==> src/rtl/uart_tx_fifo.sv <==
// uart_tx_fifo: byte FIFO that feeds a UART transmitter one byte at a time.
// The CPU side pushes bytes with a single-cycle strobe. The launch sequencer
// pops one byte, pulses begin_flag, waits for busy_flag to rise and then fall,
// and returns to IDLE before the next launch. If busy never rises, the byte
// is abandoned and a sticky timeout is raised.
module uart_tx_fifo #(
  parameter int DEPTH        = 16,
  parameter int ADDR_W       = 4,
  parameter int BUSY_TIMEOUT = 8
) (
  input  logic              clk,
  input  logic              rst_n,
  input  logic              wr_en,
  input  logic [7:0]        wr_data,
  input  logic              clear,
  output logic              full,
  output logic              empty,
  output logic [ADDR_W:0]   count,
  output logic              overflow,
  output logic              timeout,
  output logic              tx_en,
  output logic              begin_flag,
  output logic [7:0]        tx_data,
  input  logic              busy_flag
);

  localparam int TIMER_W = $clog2(BUSY_TIMEOUT + 1);
  localparam logic [ADDR_W:0]    FULL_CNT   = (ADDR_W + 1)'(DEPTH);
  localparam logic [ADDR_W:0]    CNT_ZERO   = {(ADDR_W + 1){1'b0}};
  localparam logic [ADDR_W:0]    CNT_ONE    = (ADDR_W + 1)'(1);
  localparam logic [ADDR_W-1:0]  PTR_ZERO   = {ADDR_W{1'b0}};
  localparam logic [ADDR_W-1:0]  PTR_ONE    = ADDR_W'(1);
  localparam logic [TIMER_W-1:0] TIMER_ZERO = {TIMER_W{1'b0}};
  localparam logic [TIMER_W-1:0] TIMER_ONE  = TIMER_W'(1);
  localparam logic [TIMER_W-1:0] TIMER_LAST = TIMER_W'(BUSY_TIMEOUT - 1);

  typedef enum logic [1:0] {
    IDLE      = 2'd0,
    LAUNCH    = 2'd1,
    WAIT_BUSY = 2'd2,
    WAIT_DONE = 2'd3
  } state_t;

  logic [7:0]         mem_r [DEPTH];
  logic [ADDR_W-1:0]  wr_ptr_r;
  logic [ADDR_W-1:0]  rd_ptr_r;
  logic [ADDR_W:0]    count_r;
  logic               full_r;
  logic               empty_r;
  logic               overflow_r;
  logic               timeout_r;
  logic               tx_en_r;
  logic               begin_r;
  logic [7:0]         tx_data_r;
  logic [TIMER_W-1:0] timer_r;
  state_t             state_r;

  logic               wr_acc_s;
  logic               pop_s;
  logic               timeout_hit_s;
  logic [ADDR_W:0]    count_nxt_s;

  // Accept/pop decisions and next occupancy; clear flushes and blocks both.
  always_comb begin
    wr_acc_s      = 1'b0;
    pop_s         = 1'b0;
    timeout_hit_s = 1'b0;
    count_nxt_s   = count_r;
    // A write is judged against the registered full flag, so a pop in the
    // same cycle never makes room for it.
    if (wr_en && !full_r && !clear) begin
      wr_acc_s = 1'b1;
    end else begin
      wr_acc_s = 1'b0;
    end
    if ((state_r == IDLE) && !empty_r && !busy_flag && !clear) begin
      pop_s = 1'b1;
    end else begin
      pop_s = 1'b0;
    end
    if ((state_r == WAIT_BUSY) && !busy_flag && (timer_r == TIMER_LAST)) begin
      timeout_hit_s = 1'b1;
    end else begin
      timeout_hit_s = 1'b0;
    end
    if (clear) begin
      count_nxt_s = CNT_ZERO;
    end else if (wr_acc_s && !pop_s) begin
      count_nxt_s = count_r + CNT_ONE;
    end else if (!wr_acc_s && pop_s) begin
      count_nxt_s = count_r - CNT_ONE;
    end else begin
      count_nxt_s = count_r;
    end
  end

  // Byte storage; contents need no reset because occupancy guards every read.
  always_ff @(posedge clk) begin
    if (wr_acc_s) begin
      mem_r[wr_ptr_r] <= wr_data;
    end
  end

  // Circular-buffer pointers, wrapping naturally at DEPTH.
  always_ff @(posedge clk or negedge rst_n) begin
    if (!rst_n) begin
      wr_ptr_r <= PTR_ZERO;
      rd_ptr_r <= PTR_ZERO;
    end else if (clear) begin
      wr_ptr_r <= PTR_ZERO;
      rd_ptr_r <= PTR_ZERO;
    end else begin
      if (wr_acc_s) begin
        wr_ptr_r <= wr_ptr_r + PTR_ONE;
      end
      if (pop_s) begin
        rd_ptr_r <= rd_ptr_r + PTR_ONE;
      end
    end
  end

  // Registered occupancy, full/empty and sticky error flags.
  always_ff @(posedge clk or negedge rst_n) begin
    if (!rst_n) begin
      count_r    <= CNT_ZERO;
      full_r     <= 1'b0;
      empty_r    <= 1'b1;
      overflow_r <= 1'b0;
      timeout_r  <= 1'b0;
    end else begin
      count_r <= count_nxt_s;
      full_r  <= (count_nxt_s == FULL_CNT);
      empty_r <= (count_nxt_s == CNT_ZERO);
      if (clear) begin
        overflow_r <= 1'b0;
        timeout_r  <= 1'b0;
      end else begin
        if (wr_en && full_r) begin
          overflow_r <= 1'b1;
        end
        if (timeout_hit_s) begin
          timeout_r <= 1'b1;
        end
      end
    end
  end

  // Transmitter enable rises on the first edge after reset and stays high.
  always_ff @(posedge clk or negedge rst_n) begin
    if (!rst_n) begin
      tx_en_r <= 1'b0;
    end else begin
      tx_en_r <= 1'b1;
    end
  end

  // Launch sequencer; tx_data only changes on a launch, so it is stable
  // for the whole frame. clear does not disturb a frame in flight.
  always_ff @(posedge clk or negedge rst_n) begin
    if (!rst_n) begin
      state_r   <= IDLE;
      begin_r   <= 1'b0;
      tx_data_r <= 8'h00;
      timer_r   <= TIMER_ZERO;
    end else begin
      case (state_r)
        IDLE: begin
          if (pop_s) begin
            state_r   <= LAUNCH;
            tx_data_r <= mem_r[rd_ptr_r];
            begin_r   <= 1'b1;
          end else begin
            begin_r   <= 1'b0;
          end
        end
        LAUNCH: begin
          begin_r <= 1'b0;
          timer_r <= TIMER_ZERO;
          state_r <= WAIT_BUSY;
        end
        WAIT_BUSY: begin
          begin_r <= 1'b0;
          if (busy_flag) begin
            state_r <= WAIT_DONE;
          end else if (timeout_hit_s) begin
            timer_r <= TIMER_ZERO;
            state_r <= IDLE;
          end else begin
            timer_r <= timer_r + TIMER_ONE;
          end
        end
        WAIT_DONE: begin
          begin_r <= 1'b0;
          if (!busy_flag) begin
            state_r <= IDLE;
          end
        end
        default: begin
          begin_r <= 1'b0;
          state_r <= IDLE;
        end
      endcase
    end
  end

  assign full       = full_r;
  assign empty      = empty_r;
  assign count      = count_r;
  assign overflow   = overflow_r;
  assign timeout    = timeout_r;
  assign tx_en      = tx_en_r;
  assign begin_flag = begin_r;
  assign tx_data    = tx_data_r;

endmodule
==> config.mk <==
export PLATFORM = sky130hd
export DESIGN_NAME = uart_tx_fifo
export DESIGN_NICKNAME = d
export VERILOG_FILES = /design/src/rtl/uart_tx_fifo.sv
export SDC_FILE = /design/constraint.sdc
export NUM_CORES = 1
export LEC_CHECK = 0
export BUFFER_PORTS_ARGS = -buffer_cell sky130_fd_sc_hd__buf_2
export CAP_MARGIN = 30
export CORE_MARGIN = 2
export CORE_UTILIZATION = 40
export CTS_CLUSTER_DIAMETER = 100
export DETAILED_ROUTE_END_ITERATION = 6
export GPL_ROUTABILITY_DRIVEN = 0
export PLACE_DENSITY = 0.59
export RECOVER_POWER = 50
export SETUP_SLACK_MARGIN = 0.3
export SYNTH_ARGS = -nofsm -noshare
export SYNTH_HDL_FRONTEND = slang
export SYNTH_SLANG_ARGS = --single-unit
==> constraint.sdc <==
create_clock -name clk -period 2.5 [get_ports clk]
set_input_delay 0.375 -clock clk [delete_from_list [all_inputs] [get_ports clk]]
set_output_delay 0.375 -clock clk [all_outputs]
set_load 0.02 [all_outputs]
# Yosys cells after proc, flatten, opt, wreduce, memory -nomap -nowiden

Memory sizes are Yosys's and may differ from the RTL's. A register that Yosys moved wholly into a read port is not among the register bits.
Index checks and enable logic that the tools add are counted.

Add/subtract/negate cells: 5
Equal/unequal tests: 9
Multiplexer cells: 26
Reductions and logical operators: 28

Operators by type and width:

| cell                                              | number |
|---|---|
| 2-to-1 mux 4 bit                                  | 6 |
| 2-to-1 mux 5 bit                                  | 3 |
| adder 4 x 1 -> 4 bit (second input constant)      | 3 |
| logical AND 1 bit                                 | 10 |
| 2-to-1 mux 1 bit                                  | 10 |
| nonzero test 2 bit                                | 5 |
| 2-to-1 mux 2 bit                                  | 4 |
| case mux 2 bit (4 select lines)                   | 1 |
| case mux 4 bit (2 select lines)                   | 1 |
| zero test 1 bit                                   | 7 |
| inequality test 2 bit (second input constant)     | 3 |
| adder 5 x 1 -> 5 bit (second input constant)      | 1 |
| == test 5 bit (second input constant)             | 1 |
| zero test 5 bit                                   | 1 |
| subtractor 5 x 1 -> 5 bit (second input constant) | 1 |
| == test 2 bit (second input constant)             | 2 |
| == test 4 x 3 -> 1 bit (second input constant)    | 1 |
| AND reduction 2 bit                               | 2 |
| inequality test 3 bit (second input constant)     | 1 |
| AND reduction 3 bit                               | 1 |
| OR reduction 3 bit                                | 1 |
| == test 2 x 1 -> 1 bit (second input constant)    | 1 |
| zero test 2 bit                                   | 1 |
| case mux 1 bit (2 select lines)                   | 1 |

Bits in registers: 25
RAM bits: 128
Input port bits: 13
Output and inout bits: 19
Memories: 1

Memory list:

| memory | depth | width | rd ports | clocked after memory_dff | write ports | RTL line | source |
|---|---|---|---|---|---|---|---|
| mem_r  | 16    | 8     | 1        | 1                        | 1           | 44       | `logic [7:0] mem_r [DEPTH];` |

# Logic depth before layout (Yosys ltp)

Word-level depth: 10
Mapped depth: 7

# Worst setup path after synthesis

OpenSTA, ideal clock, no wires.

Path kind: register -> register
Start point: register wr_ptr_r[0]
End point: memory mem_r[0][0], enable pin
Arrival time: 1490 ps
Data required time: 2130 ps
Setup slack: 640 ps
Cell stages (with the launch flop): 5
Buffers on the path: 0
Period minus slack after synthesis: 1860 ps
Cell sequence: dfrtp_1 inv_1 ha_1 or3b_2 nor2_1

RTL lines:

| item                   | RTL line | source |
|---|---|---|
| start, declared        | 45       | `logic [ADDR_W-1:0] wr_ptr_r;` |
| start signal, assigned | 114      | `wr_ptr_r <= wr_ptr_r + PTR_ONE;` |
| end, declared          | 44       |  |

No word-level cell before the write port.

# Final worst setup path

Start point: register state_r[1]
End point: register full_r (netlist: full)

Word-level cells in the longest chain between the ends: 10
Elaborated cells between the ends (all ways): 12
Those cells by class: eq/ne: 1; mux: 4; reduce/logical: 7

Ends and longest elaborated chain:

| item                                                  | RTL line | source |
|---|---|---|
| start, declared                                       | 56       | `state_t state_r;` |
| start signal, assigned                                | 161      | `state_r <= IDLE;` |
| start signal, assigned                                | 169      | `state_r <= LAUNCH;` |
| start signal, assigned                                | 179      | `state_r <= WAIT_BUSY;` |
| zero test 2 bit (*)                                   | 76       | `if ((state_r == IDLE) && !empty_r && !busy_flag && !clear) begin` |
| logical AND 1 bit (*) (3 in a row)                    | 76       |  |
| 2-to-1 mux 1 bit (*)                                  | 76       |  |
| logical AND 1 bit or zero test 1 bit (tied branches)  | 90, 88   |  |
| 2-to-1 mux 5 bit or logical AND 1 bit (tied branches) | 90, 88   |  |
| 2-to-1 mux 5 bit (*)                                  | 88       | `end else if (wr_acc_s && !pop_s) begin` |
| 2-to-1 mux 5 bit (*)                                  | 86       | `if (clear) begin` |
| named net count_nxt_s[4]                              | 61       | `logic [ADDR_W:0] count_nxt_s;` |
| == test 5 bit (*)                                     | 132      | `full_r <= (count_nxt_s == FULL_CNT);` |
| end signal, assigned                                  | 132      |  |
| end, declared                                         | 48       | `logic full_r;` |

The timed path passes the listed nets; every way through them passes the cells marked *.
A chain may end at the register's enable or synchronous reset.

==> reports/metrics.cfg <==
[status]
outcome=complete, but fails checks
failed_checks=capacitance limit, slew limit

[clocking]
cts.root.buffer_cell=clkbuf_16
tritoncts=yes
cts_hold_buf=0
clk_pin_slew_ns=0.06
htreeDepth=4
cts_setup_buffers=0
clock_sinks=161
cts.repair.resized=0
insertion_delay_ns=0.42
cts.path.max_buffers=2
numCtsBuffers=17

[timing]
tns_ns=0
worst_pin_slew_ns=2.05
rsz0062_at_grt=no
drv_slew=34
setup_viol=0
max-slew-margin-rel=-0.369
finalWorstSetupSlack_ns=0.561
skew_ns=0.00798
period_share=0.776
max_freq_ghz=0.516
timing.final.crit_period_ns=1.94
final_hold_viol_count=0

[synthesis]
ys.flop_type=edfxtp_1
synth_seq_area_share=0.709
yosys_warnings=0
async_reset_ff_frac=0.205
synthesis.nets=427
synthCells=406
synth.distinct_cells=46
netlist_area_sq_um=6590
ys_ff_latch=161
synth.avg_cell_area_sq_um=16.2
synth-edff-count=128

[run]
drv_cap=1

[power_and_ir_drop]
ir_drop_mv=0.574
power.density_nw_per_um2=855
p_int_w=0.00490
combPwrFrac=0.115
p_leak_nw=2.68
pwr-share-seq=0.488
power_switching_w=0.00162
swShare=0.248
p_clk_frac=0.396

[setup_path]
reg2reg_to=full
setup.worst_path.end_class=flop
ff2ff_path_depth=6
arrival_ns=2.25
path_max_fanout=6
cp-startpoint=state_r[1]
critPathKind=reg -> reg
cp.required_ns=2.81
rr_startpoint=state_r[1]
start_kind=flop
cp-endpoint=full
r2r_slack_ns=0.56

[grt]
first_global_vias=3637
antenna_found_initial=0
grt-ovfl-total=0
grt_max_degree=34
grt_pass1_wl_um=22000
grt_usage=0.171

[route]
dr.pass1.iters=5
drtAntennaViolNets=0
totalWireLength_um=14200
post_drt_via_cell_ratio=5.24
drt_iter0_markers=340
post_drt_wl_per_cell_um=20.7
drc=0
routed-via-count=3575

[placed_design]
dpl.cell_count=650
port_buffers=31
dpl.hpwl_um=9220
pre_cts_ws_ns=0.573

[die]
dieArea_sq_um=17500
die_h_um=132
ios=32
die_x_um=132
row_count=46
core_sq_um=16000
start_util=0.412

[final_layout]
final_cells=682
drive_above_1_share=0.206
fin_nets=474
insertedDiodeCount=0
area_growth_pct=15.7
final_util=0.477

[hold_path]
worst_hold_path_type=in -> reg

cells in the mapped netlist, drive strengths merged, types with 7 or more instances:
library cell	count	area share
edfxtp	128	0.58
nor2	40	0.023
dfrtp	32	0.12
mux2i	25	0.038
mux4	24	0.082
nand2	22	0.013
buf	14	0.014
o21ai	14	0.011
a21oi	13	0.0099
and3	10	0.0095
a221oi	8	0.011
ha	8	0.015
inv	8	0.0046
clkbuf	7	0.0040
nand3	7	0.0061
stage by stage:
step                hold slack [ns]  power [W]  instance area, sq um
global route                  0.245    0.00679                  7630
floorplan                    0.0794    0.00369                  6590
finish                        0.232    0.00652                  7630
CTS                          0.0787    0.00659                  7650
detailed placement            0.480    0.00401                  7060
global placement              0.467    0.00398                  7060
power by group through the flow:
stage          logic, W  clock network [W]  registers (W)
6_report       0.000752            0.00258        0.00318
5_1_grt        0.000842            0.00274        0.00321
4_1_cts        0.000769            0.00263        0.00319
3_5_place_dp   0.000767                  0        0.00324
3_3_place_gp   0.000749                  0        0.00324
2_1_floorplan  0.000384                  0        0.00331
state kept, by name, summed over array words and instances (netlist names):
signal      count
tx_data         8
count           5
tx_en           1
empty           1
wr_ptr_r        4
begin_flag      1
rd_ptr_r        4
overflow        1
state_r         2
timer_r         4
full            1
timeout         1
mem_r         128
worst max-delay path: stages (launching register included):
cell	delay [ns]
dfrtp_1	0.44
or4_4	0.62
nand3_2	0.12
o21a_1	0.16
mux2i_1	0.27
inv_2	0.06
and3_1	0.16
per-layer routing:
layer  track usage  part of all wire
met1         0.234              0.45
met2         0.272              0.50
met3        0.0442             0.046
met4        0.0484            0.0099
met5             0                 0
worst min path at each step:
stage,start,to,depth (start not counted)
6_report,wr_en,overflow,3
3_5_place_dp,overflow,overflow,2
3_3_place_gp,tx_data[1],tx_data[1],2
5_1_grt,wr_en,overflow,3
4_1_cts,rst_n,timer_r[2],1
2_1_floorplan,rst_n,begin_flag,0
cells in the final DEF (no fill, tap or decap), types with 2 or more instances in the layout:
cell	Yosys	layout
edfxtp_1	128	128
nor2_1	40	40
dfrtp_1	32	31
mux2i_1	25	25
mux4_2	24	24
nand2_1	22	22
clkbuf_16	0	17
clkbuf_1	7	17
buf_2	9	17
buf_4	3	15
o21ai_0	13	13
a21oi_1	13	13
and3_1	10	10
a221oi_1	8	8
ha_1	8	8
inv_1	7	7
nand3_1	6	6
xnor2_1	5	5
a31oi_1	4	4
xor2_1	4	4
nor3_1	3	3
nor2b_1	3	3
bufinv_16	0	3
clkinv_2	0	3
clkinv_1	0	3
and2b_1	2	2
nand2b_1	2	2
nand4_1	2	2
or3b_2	2	2
and2_1	2	2
nand3b_1	2	2
clkinv_4	0	2
buf_12	0	2
cell families after synthesis:
kind of cell | count (synthesis) | synth area share
AO/OA/AOI/OAI | 45 | 0.0431
other | 1 | 0.000569
buffers and inverters | 29 | 0.0222
adder cells (fa/ha/maj) | 8 | 0.0152
flip-flops | 161 | 0.709
AND/OR/NAND/NOR | 104 | 0.0784
multiplexers | 49 | 0.120
XOR/XNOR | 9 | 0.0120
final cells by class:
type	instances	area (sq um)
Inverter	8	30.0
Fill cell	1426	8370
Sequential cell	161	4670
Timing Repair Buffer	49	294
Multi-Input combinational cell	216	1770
Tap cell	216	270
Clock buffer	20	447
Clock inverter	12	141
Power figures use the tool's default switching activity.
